--- src/rtl/alu_op_sequencer.sv ---
// Hardwired control sequencer for the bus datapath: turns one LOAD / ALU /
// ALU_WIDE command into the per-step MDR/Y/Z/HI/LO/register strobe pattern.
module alu_op_sequencer #(
  parameter int NREGS = 16,
  parameter int OPW   = 5,
  parameter int DW    = 32
) (
  input  logic             i_clock,
  input  logic             i_clear,
  input  logic             i_start,
  input  logic [1:0]       i_cmd,
  input  logic [OPW-1:0]   i_op,
  input  logic [3:0]       i_ra,
  input  logic [3:0]       i_rb,
  input  logic [3:0]       i_rc,
  input  logic [DW-1:0]    i_imm,
  output logic [DW-1:0]    o_mdatain,
  output logic             o_read,
  output logic             o_mdrin,
  output logic             o_mdrout,
  output logic             o_yin,
  output logic             o_zhighin,
  output logic             o_zlowin,
  output logic             o_zhighout,
  output logic             o_zlowout,
  output logic             o_hiin,
  output logic             o_loin,
  output logic [NREGS-1:0] o_rout,
  output logic [NREGS-1:0] o_rin,
  output logic [OPW-1:0]   o_op_out,
  output logic             o_busy,
  output logic             o_done,
  output logic             o_err,
  output logic [2:0]       o_state
);

  localparam logic [2:0] S_IDLE   = 3'd0;
  localparam logic [2:0] S_LD_MDR = 3'd1;
  localparam logic [2:0] S_LD_REG = 3'd2;
  localparam logic [2:0] S_T_Y    = 3'd3;
  localparam logic [2:0] S_T_OP   = 3'd4;
  localparam logic [2:0] S_T_ZLO  = 3'd5;
  localparam logic [2:0] S_T_ZHI  = 3'd6;
  localparam logic [2:0] S_DONE   = 3'd7;

  localparam logic [1:0] C_LOAD  = 2'b00;
  localparam logic [1:0] C_WIDE  = 2'b10;
  localparam logic [1:0] C_RSVD  = 2'b11;

  logic [2:0]       r_state;
  logic [1:0]       r_cmd;
  logic [OPW-1:0]   r_op;
  logic [3:0]       r_ra;
  logic [3:0]       r_rb;
  logic [3:0]       r_rc;
  logic [DW-1:0]    r_imm;
  logic             r_err;

  logic [NREGS-1:0] w_ra_oh;
  logic [NREGS-1:0] w_rb_oh;
  logic [NREGS-1:0] w_rc_oh;

  assign w_ra_oh = NREGS'(1) << r_ra;
  assign w_rb_oh = NREGS'(1) << r_rb;
  assign w_rc_oh = NREGS'(1) << r_rc;

  // Start is only looked at in IDLE, so requests during a command are dropped.
  always_ff @(posedge i_clock or negedge i_clear) begin
    if (!i_clear) begin
      r_state <= S_IDLE;
      r_cmd   <= '0;
      r_op    <= '0;
      r_ra    <= '0;
      r_rb    <= '0;
      r_rc    <= '0;
      r_imm   <= '0;
      r_err   <= 1'b0;
    end else begin
      r_err <= 1'b0;
      case (r_state)
        S_IDLE: begin
          if (i_start) begin
            if (i_cmd == C_RSVD) begin
              r_err <= 1'b1;
            end else begin
              r_cmd   <= i_cmd;
              r_op    <= i_op;
              r_ra    <= i_ra;
              r_rb    <= i_rb;
              r_rc    <= i_rc;
              r_imm   <= i_imm;
              r_state <= (i_cmd == C_LOAD) ? S_LD_MDR : S_T_Y;
            end
          end
        end
        S_LD_MDR: r_state <= S_LD_REG;
        S_LD_REG: r_state <= S_DONE;
        S_T_Y:    r_state <= S_T_OP;
        S_T_OP:   r_state <= S_T_ZLO;
        S_T_ZLO:  r_state <= (r_cmd == C_WIDE) ? S_T_ZHI : S_DONE;
        S_T_ZHI:  r_state <= S_DONE;
        default:  r_state <= S_IDLE;
      endcase
    end
  end

  // Moore decode: every strobe is a function of registered state and fields.
  always_comb begin
    o_mdatain  = '0;
    o_read     = 1'b0;
    o_mdrin    = 1'b0;
    o_mdrout   = 1'b0;
    o_yin      = 1'b0;
    o_zhighin  = 1'b0;
    o_zlowin   = 1'b0;
    o_zhighout = 1'b0;
    o_zlowout  = 1'b0;
    o_hiin     = 1'b0;
    o_loin     = 1'b0;
    o_rout     = '0;
    o_rin      = '0;
    o_op_out   = '0;
    o_done     = 1'b0;
    case (r_state)
      S_LD_MDR: begin
        o_mdatain = r_imm;
        o_read    = 1'b1;
        o_mdrin   = 1'b1;
      end
      S_LD_REG: begin
        o_mdatain = r_imm;
        o_mdrout  = 1'b1;
        o_rin     = w_rc_oh;
      end
      S_T_Y: begin
        o_rout = w_ra_oh;
        o_yin  = 1'b1;
      end
      S_T_OP: begin
        o_rout    = w_rb_oh;
        o_op_out  = r_op;
        o_zhighin = 1'b1;
        o_zlowin  = 1'b1;
      end
      S_T_ZLO: begin
        o_zlowout = 1'b1;
        if (r_cmd == C_WIDE) o_loin = 1'b1;
        else                 o_rin  = w_rc_oh;
      end
      S_T_ZHI: begin
        o_zhighout = 1'b1;
        o_hiin     = 1'b1;
      end
      S_DONE: begin
        // Immediate stays on the MDR mux until IDLE only for LOAD commands.
        if (r_cmd == C_LOAD) o_mdatain = r_imm;
        o_done = 1'b1;
      end
      default: ;
    endcase
  end

  assign o_busy  = (r_state != S_IDLE);
  assign o_err   = r_err;
  assign o_state = r_state;

endmodule

--- config.mk ---
export PLATFORM = sky130hd
export DESIGN_NAME = alu_op_sequencer
export DESIGN_NICKNAME = d
export VERILOG_FILES = /design/src/rtl/alu_op_sequencer.sv
export SDC_FILE = /design/constraint.sdc
export NUM_CORES = 1
export LEC_CHECK = 0
export ABC_AREA = 1
export BUFFER_PORTS_ARGS = -buffer_cell sky130_fd_sc_hd__buf_2
export CAP_MARGIN = 10
export CORE_MARGIN = 3
export CORE_UTILIZATION = 46
export DETAILED_ROUTE_END_ITERATION = 16
export PLACE_DENSITY = 0.92
export RECOVER_POWER = 50
export SYNTH_ARGS = -nofsm -noshare
export SYNTH_HDL_FRONTEND = slang
export SYNTH_SLANG_ARGS = --single-unit
--- constraint.sdc ---
create_clock -name i_clock -period 2.3 [get_ports i_clock]
set_input_delay 0.69 -clock i_clock [delete_from_list [all_inputs] [get_ports i_clock]]
set_output_delay 0.69 -clock i_clock [all_outputs]
set_load 0.01 [all_outputs]
# [After elaboration in Yosys (flattened, before gate mapping)]
# Cells that the tools add are included.
[classes] eq_ne=11 bitwise=1 n_mux=23 reduce_logical=8 shifts=3
[ops] op="$pmux W16 S2" count=2
[ops] op="$pmux W32 S2" count=1
[ops] op="$shl A1 B4 Y16 const A" count=3
[ops] op="$mux W32" count=1
[ops] op="$pmux W3 S6" count=1
[ops] op="$mux W16" count=1
[ops] op="$mux W1" count=13
[ops] op="$eq A3 B3 Y1 const B" count=4
[ops] op="$eq A3 B2 Y1 const B" count=2
[ops] op="$mux W3" count=2
[ops] op="$mux W5" count=1
[ops] op="$eq A2 B2 Y1 const B" count=2
[ops] op="$logic_not A2 Y1" count=2
[ops] op="$ne A2 B2 Y1 const B" count=2
[ops] op="$reduce_or A2 Y1" count=2
[ops] op="$eq A3 B1 Y1 const B" count=1
[ops] op="$logic_not A3 Y1" count=1
[ops] op="$reduce_and A3 Y1" count=1
[ops] op="$reduce_bool A3 Y1" count=1
[ops] op="$mux W2" count=1
[ops] op="$reduce_and A2 Y1" count=1
[ops] op="$not A1 Y1" count=1
[word_totals] reg_bits=55 wordCells=54 output_inout_bits=85 in_bits=54

# [Longest topological paths before layout]
# Gate-level depths: netlist (run 1).
[logic_depth] word_depth=5 depth_mapped=7 depth_no_buf=7

# [Worst setup path after synthesis (run 1)]
# Ideal clock, no wire load.
[synth_path] kind="register to output" start="register r_state[1] (netlist: o_state[1])" end="output o_rout[0]" path_buffers=0 arrival_ns=1.383 path_stages_with_launch=8 path_slack_ns=0.227 required_ns=1.610 cell_sequence="dfrtp_1 -> nor2_4 -> nand2_2 -> inv_1 -> nand2_1 -> nand2_1 -> nand2_1 -> nor2_1"
[synth_via] elab_chain_cells=2 elab_cells_between_ends=3 cone_classes="2 x eq/ne; 1 x mux"
[synth_rtl] item="start, declared" line_no="50" source="logic [2:0] r_state;"
[synth_rtl] item="start signal, assigned" line_no="92" source="r_state <= (i_cmd == C_LOAD) ? S_LD_MDR : S_T_Y;"
[synth_rtl] item="start signal, assigned" line_no="100" source="S_T_ZLO: r_state <= (r_cmd == C_WIDE) ? S_T_ZHI : S_DONE;"
[synth_rtl] item="$eq A3 B3 Y1 or $eq A3 B2 Y1 (tied branches)" line_no="124" source="case (r_state)"
[synth_rtl] item="$pmux W16 S2 (*)" line_no="124"
[synth_rtl] item="end, declared" line_no="28" source="output logic [NREGS-1:0] o_rout,"
# Every way passes the cells marked *; elsewhere a longest branch is shown, timed or not.

# [Final worst setup path (run 1)]
[layout_path] start="register r_state[1] (netlist: o_state[1])" end="output o_rout[11]"
# Same word-level chain as after synthesis.

==> flow_summary_export.csv, run 1 <==
group,metric,value,unit
worst_setup_path,arrival,1.80,ns
worst_setup_path,worstPathMaxFanout,7,
die,die_y,84.6,um
layout,layoutNonFillerInstCount,605,
timing,finalHoldViolations,0,
die,core-area,0.00574,mm^2
logic_synthesis,ys.warnings.count,0,
route,via_count,3317,
place,globalplace.congestion,0.897,
logic_synthesis,synth_nets,434,
clocking,clkTransAtPathRegs,0.09,ns
worst_setup_path,crit_buf_inv,2,
die,start_util,49.4,%
worst_setup_path,cp_slowest_cell,"dfrtp_2",
layout,final_area,0.00454,mm^2
logic_synthesis,syn_area,0.00284,mm^2
worst_setup_path,startpoint,"o_state[1]",
timing,worstMarginPinSlew,1.33,ns
worst_setup_path,slowest_delay,0.49,ns
clocking,cts_root_buf,"clkbuf_8",
timing,min_period_over_period,108,%
worst_setup_path,crit_family,"simple AND/OR/NAND/NOR gates",
clocking,cts_buffer_depth,2,
layout,area_growth_syn_to_layout,60.1,%
logic_synthesis,synthDistinctLibCells,21,
min_path,holdCritPathClass,"reg2reg",
die,rows,27,
route,dr.pass1.iters,5,
route,wirelength,10700,um
timing,fin_crit,2.49,ns
clocking,htree_num_levels,2,
timing,relSlewSlack,11.0,%
route,detail-route-antenna-nets,0,
timing,fin_ws,-0.186,ns
place,portBuffers,138,
layout,final_net_count,586,
clocking,cts_sinks,55,
layout,fill_cells,336,
clocking,clk_latency,0.30,ns
timing,rsz0062_at_grt,"true",
status,outcome,"finished with violations",
global_route,grtUsageTotal,21.6,%
logic_synthesis,synthesis.instances,380,
power,leakagePower,2.28,nW
die,die_area,0.00715,mm^2
clocking,cts_made_buffers,5,
logic_synthesis,ys_ff_latch,55,
place,place_area,0.00355,mm^2
timing,skew,0.00609,ns
global_route,grt_pass1_wl,12800,um
layout,diodes,0,
timing,finalSetupViolCount,69,
worst_setup_path,r2r_setup_slack,0.35,ns
worst_setup_path,cp-end-kind,"output port",
power,power_density,1490,mW/mm^2
power,peakVddDrop,0.853,mV
worst_setup_path,reg2reg_from,"o_state[1]",
die,ios,139,
timing,max_freq,0.402,GHz
global_route,antenna_found_initial,0,
global_route,grt_max_degree,56,
global_route,grt-ovfl-total,0,
place,hpwl,4820,um
clocking,cts_tree,"yes",
route,viasPerCell,5.48,
route,avgRoutedWirePerCell,17.7,um
flow_run,drv_cap,0,
worst_setup_path,cp_data_required_time,1.61,ns
min_path,min_from,"r_imm[11]",
route,drc_errors,0,
place,placedCellCount,576,
worst_setup_path,path_cells,"nor2_4, buf_8, nand3_4, nand2_8, nand3_4, nor2_2, buf_2",
global_route,grt_pass1_vias,2732,
logic_synthesis,avgSynthCellArea,7.47,um^2
worst_setup_path,cpMostUsedCell,"nand3_4",
route,drtIter0Drc,265,
timing,maxSlewViolCount,0,
status,violations,"setup timing",
logic_synthesis,ys_seq_area_share,48.5,%
layout,drive_above_1_share,50.1,%
worst_setup_path,critPathLaunchType,"flop",
worst_setup_path,crit_type,"reg2out",
die,fp.dieW,84.6,um
## cell usage in the layout (no fill, tap or decap), types with 3 or more instances in the layout
cell type	netlist	layout
buf_2	6	130
nand2_1	76	59
inv_1	60	56
dfrtp_1	55	52
o21ai_1	50	50
nor2_1	61	29
nor2_2	3	23
nand3_4	0	16
nor2_4	1	14
buf_4	8	14
nand2_4	0	12
nor3_2	0	12
buf_6	6	11
nand3_1	25	8
nand2_8	0	6
nor3_1	17	5
clkbuf_8	0	5
buf_12	0	4
dfrtp_2	0	3
buf_8	0	3
## flip-flops by register name, indices dropped and copies added (netlist names)
signal,flops
o_state,3
r_ra,4
r_rc,4
r_rb,4
r_cmd,2
r_imm,32
o_err,1
r_op,5
## layout make-up
| cell class | instances | area, um^2 | share of cell area, % |
|---|---|---|---|
| clock buffer | 7 | 76.3 | 1.68 |
| clock inverter | 1 | 5.00 | 0.110 |
| inverter | 61 | 238 | 5.23 |
| sequential | 55 | 1380 | 30.4 |
| multi-input combinational | 244 | 1690 | 37.3 |
| timing repair buffer | 165 | 1060 | 23.4 |
| tap | 72 | 90.1 | 1.98 |
## per-layer routing
layer	vias up	global-route usage [%]	routed length [um]
met2	244	36.3	5290
met4	0	6.76	445
met3	48	4.12	965
met5	-	0	0
li1	1483	-	-
met1	1542	28.2	4030
## timing repair
action	in CTS	in global routing
setup endpoints to repair	62	68
resized for setup	55	108
hold buffers	0	0
setup buffers	11	7
gates cloned	2	2
pin swaps	17	31
## power by group
group          internal [mW]  switching [mW]
logic                   1.70            2.76
registers               1.45           0.371
clock network          0.215           0.291
total                   3.37            3.42
## stage by stage
step / setup slack (ns) / setup TNS, ns / util, % / total power, mW / hold WS, ns
after global routing: -0.241 / -11.94 / 79.1 / 7.18 / 0.545
after detailed placement: 0.171 / 0 / 61.9 / 4.21 / 0.508
final: -0.186 / -7.18 / 79.1 / 6.79 / 0.519
after floorplan: 0.227 / 0 / - / 3.38 / 0.394
after global placement: 0.266 / 0 / 61.9 / 4.10 / 0.499
after CTS: -0.0313 / -0.918 / 69.2 / 5.49 / 0.526
## worst reg2reg max path: cells and delay by family (launching register included)
kind | cells | cell delay [ns]
AOI/OAI and AO/OA | 1 | 0.13
DFF | 1 | 0.49
and+or+nand+nor | 4 | 0.57
buffers and inverters | 4 | 0.68
## path summary, 6_finish.rpt
| path | depth (start not counted) | endpoint |
|---|---|---|
| setup / recovery | 7 | o_rout[11] |
| max in group asynchronous | 2 | o_state[2] |
| hold / removal | 2 | r_imm[11] |
| hold reg to reg | 2 | r_imm[11] |
| min in group asynchronous | 2 | r_imm[0] |
| setup reg to reg | 9 | r_ra[0] |
## cells by family after synthesis
| family | count (synthesis) | synth area share (%) |
|---|---|---|
| AOI/OAI and AO/OA | 56 | 10.1 |
| buffers and inverters | 82 | 13.8 |
| DFF | 55 | 48.5 |
| and+or+nand+nor | 187 | 27.6 |
## cell usage after synthesis
master	instances	area [um^2]
a21oi_1	1	5.00
a21oi_2	1	8.76
buf_2	6	30.0
buf_4	8	60.1
buf_6	6	67.6
clkbuf_1	1	3.75
clkinv_1	1	3.75
dfrtp_1	55	1380
inv_1	60	225
nand2_1	76	285
nand2_2	2	12.5
nand3_1	25	125
nand3_2	1	10.0
nand3b_1	1	7.51
nor2_1	61	229
nor2_2	3	18.8
nor2_4	1	11.3
nor3_1	17	85.1
o21ai_0	3	15.0
o21ai_1	50	250
o2bb2ai_1	1	8.76
Note: power is estimated with default switching activity, not from simulation.
==> run 2: changes to the inputs <==
--- a/config.mk
+++ b/config.mk
@@ -11,8 +11,10 @@
 export CORE_MARGIN = 3
 export CORE_UTILIZATION = 46
 export DETAILED_ROUTE_END_ITERATION = 16
+export GPL_ROUTABILITY_DRIVEN = 0
 export PLACE_DENSITY = 0.92
 export RECOVER_POWER = 50
+export SETUP_SLACK_MARGIN = 0.4
 export SYNTH_ARGS = -nofsm -noshare
 export SYNTH_HDL_FRONTEND = slang
 export SYNTH_SLANG_ARGS = --single-unit
==> run 2 against run 1 <==
- the flow still finishes with violations (setup timing)
- global-route usage is 7.7 points higher
- hold slack worse by 0.027 ns
- critical path depth stayed put
- cell count is 0.83% higher
- critical path type unchanged
- largest cell class unchanged
- largest power group unchanged
==> flow_summary_export.csv, run 2 (same netlist as run 1, synthesis figures left out) <==
group,metric,value,unit
status,outcome,"finished with violations",
status,violations,"setup timing",
power,pwr-share-clk,7.0,%
layout,layoutNonFillerInstCount,610,
global_route,antenna_found_initial,0,
timing,maxSlewViolCount,0,
die,start_util,49.4,%
timing,fin_crit,2.53,ns
power,leakagePower,2.39,nW
global_route,grtUsageTotal,29.3,%
layout,diodes,0,
layout,layout_common_cells,"buf_2 (102), nand2_1 (61), inv_1 (54), dfrtp_1 (52), o21ai_1 (49)",
min_path,holdCritPathClass,"in2async",
die,ios,139,
clocking,cts_root_buf,"clkbuf_8",
power,p_comb_share,70.1,%
place,hpwl,5570,um
layout,multi_input_area,0.00182,mm^2
power,switching_power,3.93,mW
timing,relSlewSlack,37.0,%
layout,final_area,0.00496,mm^2
route,detail-route-antenna-nets,0,
layout,largest_reg_flops,32,
clocking,clk_latency,0.31,ns
layout,area_growth_syn_to_layout,74.8,%
place,dpl_worst_slack,0.116,ns
timing,finalSetupViolCount,66,
die,fp.dieW,84.6,um
clocking,holdBufCountCts,0,
route,route.layer.met1.wl,4480,um
route,avgRoutedWirePerCell,20.4,um
global_route,grt_max_degree,53,
route,viasPerCell,5.66,
power,power,7.76,mW
layout,seq_area,0.00138,mm^2
route,drtIter0Drc,230,
timing,fin_ws,-0.230,ns
route,dr.pass1.iters,5,
route,maxUsedRoutingLayer,"met4",
power,power_frac_seq,22.9,%
flow_run,drv_cap,0,
route,dr_wl_met2,6320,um
layout,regMostFlops,"r_imm",
timing,finalHoldViolations,0,
layout,fill_cells,267,
worst_setup_path,worstPathMaxFanout,8,
layout,utilization,86.4,%
global_route,grt-ovfl-total,0,
die,die_y,84.6,um
worst_setup_path,critPathLaunchType,"flop",
power,netSwitchingFraction,50.6,%
global_route,grt_pass1_wl,16600,um
clocking,cts_made_buffers,5,
power,p_int,3.83,mW
die,core-area,0.00574,mm^2
place,portBuffers,138,
route,wirelength,12500,um
worst_setup_path,arrival,1.84,ns
clocking,cts_sinks,55,
layout,final_net_count,591,
timing,skew,0.0132,ns
power,power_density,1560,mW/mm^2
worst_setup_path,cp-end-kind,"output port",
global_route,grt_pass1_vias,3224,
layout,largestRegisters,"r_imm (32), r_op (5)",
place,placedCellCount,577,
timing,max_freq,0.395,GHz
die,die_area,0.00715,mm^2
clocking,htree_num_levels,2,
route,drc_errors,0,
clocking,cts_buffer_depth,2,
power,peakVddDrop,0.953,mV
timing,worstMarginPinSlew,0.945,ns
clocking,cts_tree,"yes",
timing,min_period_over_period,110,%
layout,final_common_cell,"buf_2",
route,wl_met3,863,um
die,rows,27,
route,via_count,3454,
worst_setup_path,crit_type,"reg2out",
timing,rsz0062_at_grt,"true",
layout,drive_above_1_share,53.2,%
clocking,clkTransAtPathRegs,0.10,ns
worst_setup_path,cp_data_required_time,1.61,ns
place,place_area,0.00379,mm^2
==> run 2: cell types whose count changed in the layout (fill, tap and decap cells not counted), moves of 4 or more <==
cell	before	now
nor3_4	0	7
nor2_4	14	35
nand2_8	6	1
nor3_2	12	8
nor2_1	29	19
buf_6	11	43
nor2_2	23	11
buf_2	130	102
nand2_2	1	5
==> run 2: critical path: stages, from the launching register on <==
cell and delay, ns:
dfrtp_2 0.47, nand2_2 0.17, nor2_4 0.20, a21oi_4 0.08, buf_6 0.15, clkbuf_16 0.17, nor2_1 0.13, buf_2 0.16
==> run 2: area by class of cell <==
| class | instances | share of cell area, % |
|---|---|---|
| clock buffers | 6 | 1.46 |
| clock inverters | 2 | 0.353 |
| inverters | 61 | 4.84 |
| multi-input cells | 244 | 36.7 |
| flip-flops and latches | 55 | 27.8 |
| well taps | 72 | 1.81 |
| repair buffers | 170 | 27.1 |
==> run 2: timing repair <==
item / in CTS / in global routing
gates cloned: 3 / 2
setup buffers: 15 / 5
setup endpoints to repair: 80 / 81
resized for setup: 94 / 78
pin swaps: 20 / 11
==> run 2: worst paths after layout <==
check	from	slack, ns	endpoint	depth (start not counted)
max	o_state[0]	-0.23	o_mdatain[7]	7
max in group asynchronous	i_clear	0.29	o_state[0]	2
min in group i_clock	r_op[2]	0.53	r_op[2]	2
max reg2reg	o_state[0]	0.57	r_rc[1]	7
min reg2reg	r_op[2]	0.53	r_op[2]	2
min	i_clear	0.49	r_imm[19]	1
==> run 2: routing by layer <==
metal,GRT usage [%],vias to the layer above
li1,-,1500
met1,33.4,1633
met2,49.7,256
met3,6.77,65
met4,17.7,0
met5,0,-
==> run 2: power groups by stage <==
stage | registers, mW | clock network (mW) | logic [mW]
5_1_grt | 1.80 | 0.587 | 5.73
4_1_cts | 1.71 | 0.536 | 4.09
2_1_floorplan | 1.65 | 0 | 2.06
3_3_place_gp | 1.69 | 0 | 2.80
6_report | 1.78 | 0.545 | 5.44
3_5_place_dp | 1.72 | 0 | 2.90
==> run 2: stage by stage <==
| stage | setup TNS, ns | hold slack [ns] |
|---|---|---|
| 5_1_grt | -14.41 | 0.558 |
| 3_3_place_gp | 0 | 0.499 |
| 2_1_floorplan | 0 | 0.394 |
| 3_5_place_dp | 0 | 0.508 |
| 6_report | -10.56 | 0.492 |
| 4_1_cts | -2.11 | 0.313 |
==> run 3: changes to the inputs <==
--- a/config.mk
+++ b/config.mk
@@ -8,6 +8,7 @@
 export ABC_AREA = 1
 export BUFFER_PORTS_ARGS = -buffer_cell sky130_fd_sc_hd__buf_2
 export CAP_MARGIN = 10
+export CORE_ASPECT_RATIO = 0.5
 export CORE_MARGIN = 3
 export CORE_UTILIZATION = 46
 export DETAILED_ROUTE_END_ITERATION = 16
==> run 3 against run 2 <==
- the flow still finishes with violations (setup timing)
- maximum frequency fell by 7.5%
- wire length rose by 37%
- first-iteration DRC count rose to 3.4 times the previous value
- die area rose by 0.80%
- clock power rose by 52%
- largest power group unchanged
- via count rose by 17%
==> flow_summary_export.csv, run 3 (same netlist as run 1, synthesis figures left out) <==
group,metric,value,unit
clocking,htree_num_levels,2,
timing,fin_ws,-0.435,ns
timing,holdWs,0.508,ns
clocking,clk_latency,0.31,ns
flow_run,drv_cap,0,
worst_setup_path,slowest_delay,0.46,ns
global_route,grt-ovfl-total,0,
global_route,grt_pass1_wl,15600,um
die,fp.dieW,117,um
worst_setup_path,worstPathMaxFanout,6,
route,dr.pass1.iters,8,
global_route,grt_pass1_vias,3183,
power,netSwitchingFraction,52.0,%
status,violations,"setup timing",
route,drc_errors,0,
timing,finalSetupViolCount,71,
power,leakagePower,2.64,nW
place,dpl_worst_slack,0.168,ns
clocking,cts_buffer_depth,2,
layout,final_common_cell,"buf_2",
clocking,cts_sinks,55,
worst_setup_path,cp_slowest_cell,"dfrtp_2",
power,peakVddDrop,0.755,mV
layout,drive_above_1_share,61.6,%
clocking,holdBufCountCts,0,
layout,area_growth_syn_to_layout,84.9,%
timing,fin_crit,2.74,ns
timing,finalHoldViolations,0,
layout,largest_reg_flops,32,
route,detail-route-antenna-nets,0,
place,portBuffers,138,
global_route,grt_max_degree,103,
route,via_count,4027,
worst_setup_path,arrival,2.05,ns
power,pwr-share-clk,10.1,%
die,ios,139,
timing,relSlewSlack,32.8,%
worst_setup_path,critPathLaunchType,"flop",
worst_setup_path,cp_data_required_time,1.61,ns
timing,setup_tns,-12.38,ns
route,drtIter0Drc,785,
worst_setup_path,reg2reg_from,"o_state[0]",
min_path,holdPathStages,2,
power,p_int,3.96,mW
layout,utilization,91.6,%
layout,multi_input_area,0.00194,mm^2
timing,skew,0.0194,ns
min_path,hold_end,"r_imm[22]",
layout,seq_area,0.00138,mm^2
timing,rsz0062_at_grt,"true",
clocking,cts_tree,"yes",
worst_setup_path,path_cells,"buf_4, nand2_4, buf_4, nand2_1, nand2_4, nand3_4, nor2_4, buf_6",
route,avgRoutedWirePerCell,26.9,um
power,power_frac_seq,22.4,%
die,start_util,49.6,%
power,power_density,1570,mW/mm^2
timing,maxSlewViolCount,0,
power,switching_power,4.28,mW
worst_setup_path,crit_type,"reg2out",
power,power,8.24,mW
die,die_y,61.6,um
status,outcome,"finished with violations",
worst_setup_path,cp-end-kind,"output port",
timing,min_period_over_period,119,%
min_path,holdCritPathClass,"reg2reg",
layout,regMostFlops,"r_imm",
die,rows,19,
clocking,cts_root_buf,"clkbuf_16",
clocking,clkTransAtPathRegs,0.09,ns
power,p_comb_share,67.5,%
layout,fill_cells,177,
global_route,grtUsageTotal,28.5,%
die,die_area,0.00721,mm^2
route,wirelength,17100,um
clocking,cts_made_buffers,5,
min_path,min_from,"r_imm[22]",
route,viasPerCell,6.34,
worst_setup_path,r2r_end,"r_rc[1]",
die,core-area,0.00573,mm^2
place,hpwl,5390,um
worst_setup_path,reg2regPathDepth,12,
layout,final_net_count,602,
worst_setup_path,r2r_setup_slack,-0.15,ns
timing,max_freq,0.366,GHz
layout,largestRegisters,"r_imm (32), r_op (5)",
global_route,antenna_found_initial,3,
timing,worstMarginPinSlew,1.01,ns
layout,layout_common_cells,"buf_2 (119), inv_1 (54), dfrtp_1 (52), o21ai_1 (34), buf_6 (32)",
==> run 3: routing by layer <==
layer  routed length [um]  global-route usage (%)
met4                 1500                    12.4
met3                 2650                    6.18
met1                 5590                    32.5
met5                  269                       0
met2                 7080                    53.2
==> run 3: worst max path at each step <==
stage	startpoint	endpoint
after floorplan	o_state[0]	o_rout[10]
after global placement	o_state[2]	o_rin[15]
after detailed placement	o_state[0]	o_rout[13]
after CTS	o_state[2]	o_rout[2]
after global routing	o_state[2]	o_rout[5]
final	o_state[2]	o_rout[5]
==> run 3: cell type report <==
class | count | area share (%)
clock buffer | 8 | 2.98
sequential | 55 | 26.3
inverter | 61 | 4.53
timing repair buffer | 182 | 27.2
multi-input combinational | 243 | 36.9
antenna | 2 | 0.0953
tap | 84 | 2.00
==> run 3: worst max-delay path, delay by kind of cell, from the launching register on <==
kind	cells	cell delay, ns
buffers and inverters	3	0.44
flip-flops	1	0.46
AND/OR/NAND/NOR	5	0.81
==> run 3: timing repair <==
action	in CTS	in global routing
pin swaps	12	16
gates cloned	3	9
buffers inserted	16	8
gates resized for setup	103	116
setup endpoints to repair	80	132
==> run 3: metrics by stage <==
step                instances  instance area [um^2]
finish                    635                  5250
global route              634                  5250
CTS                       616                  4610
detailed placement        589                  3780
global placement          589                  3780
floorplan                 380                  3060
==> run 3: power by group through the flow <==
stage	sequential (mW)	combinational [mW]	clock [mW]
CTS	1.69	4.29	0.793
finish	1.85	5.56	0.831
detailed placement	1.70	2.89	0
global placement	1.68	2.82	0
global route	1.86	5.73	0.874
floorplan	1.65	2.06	0
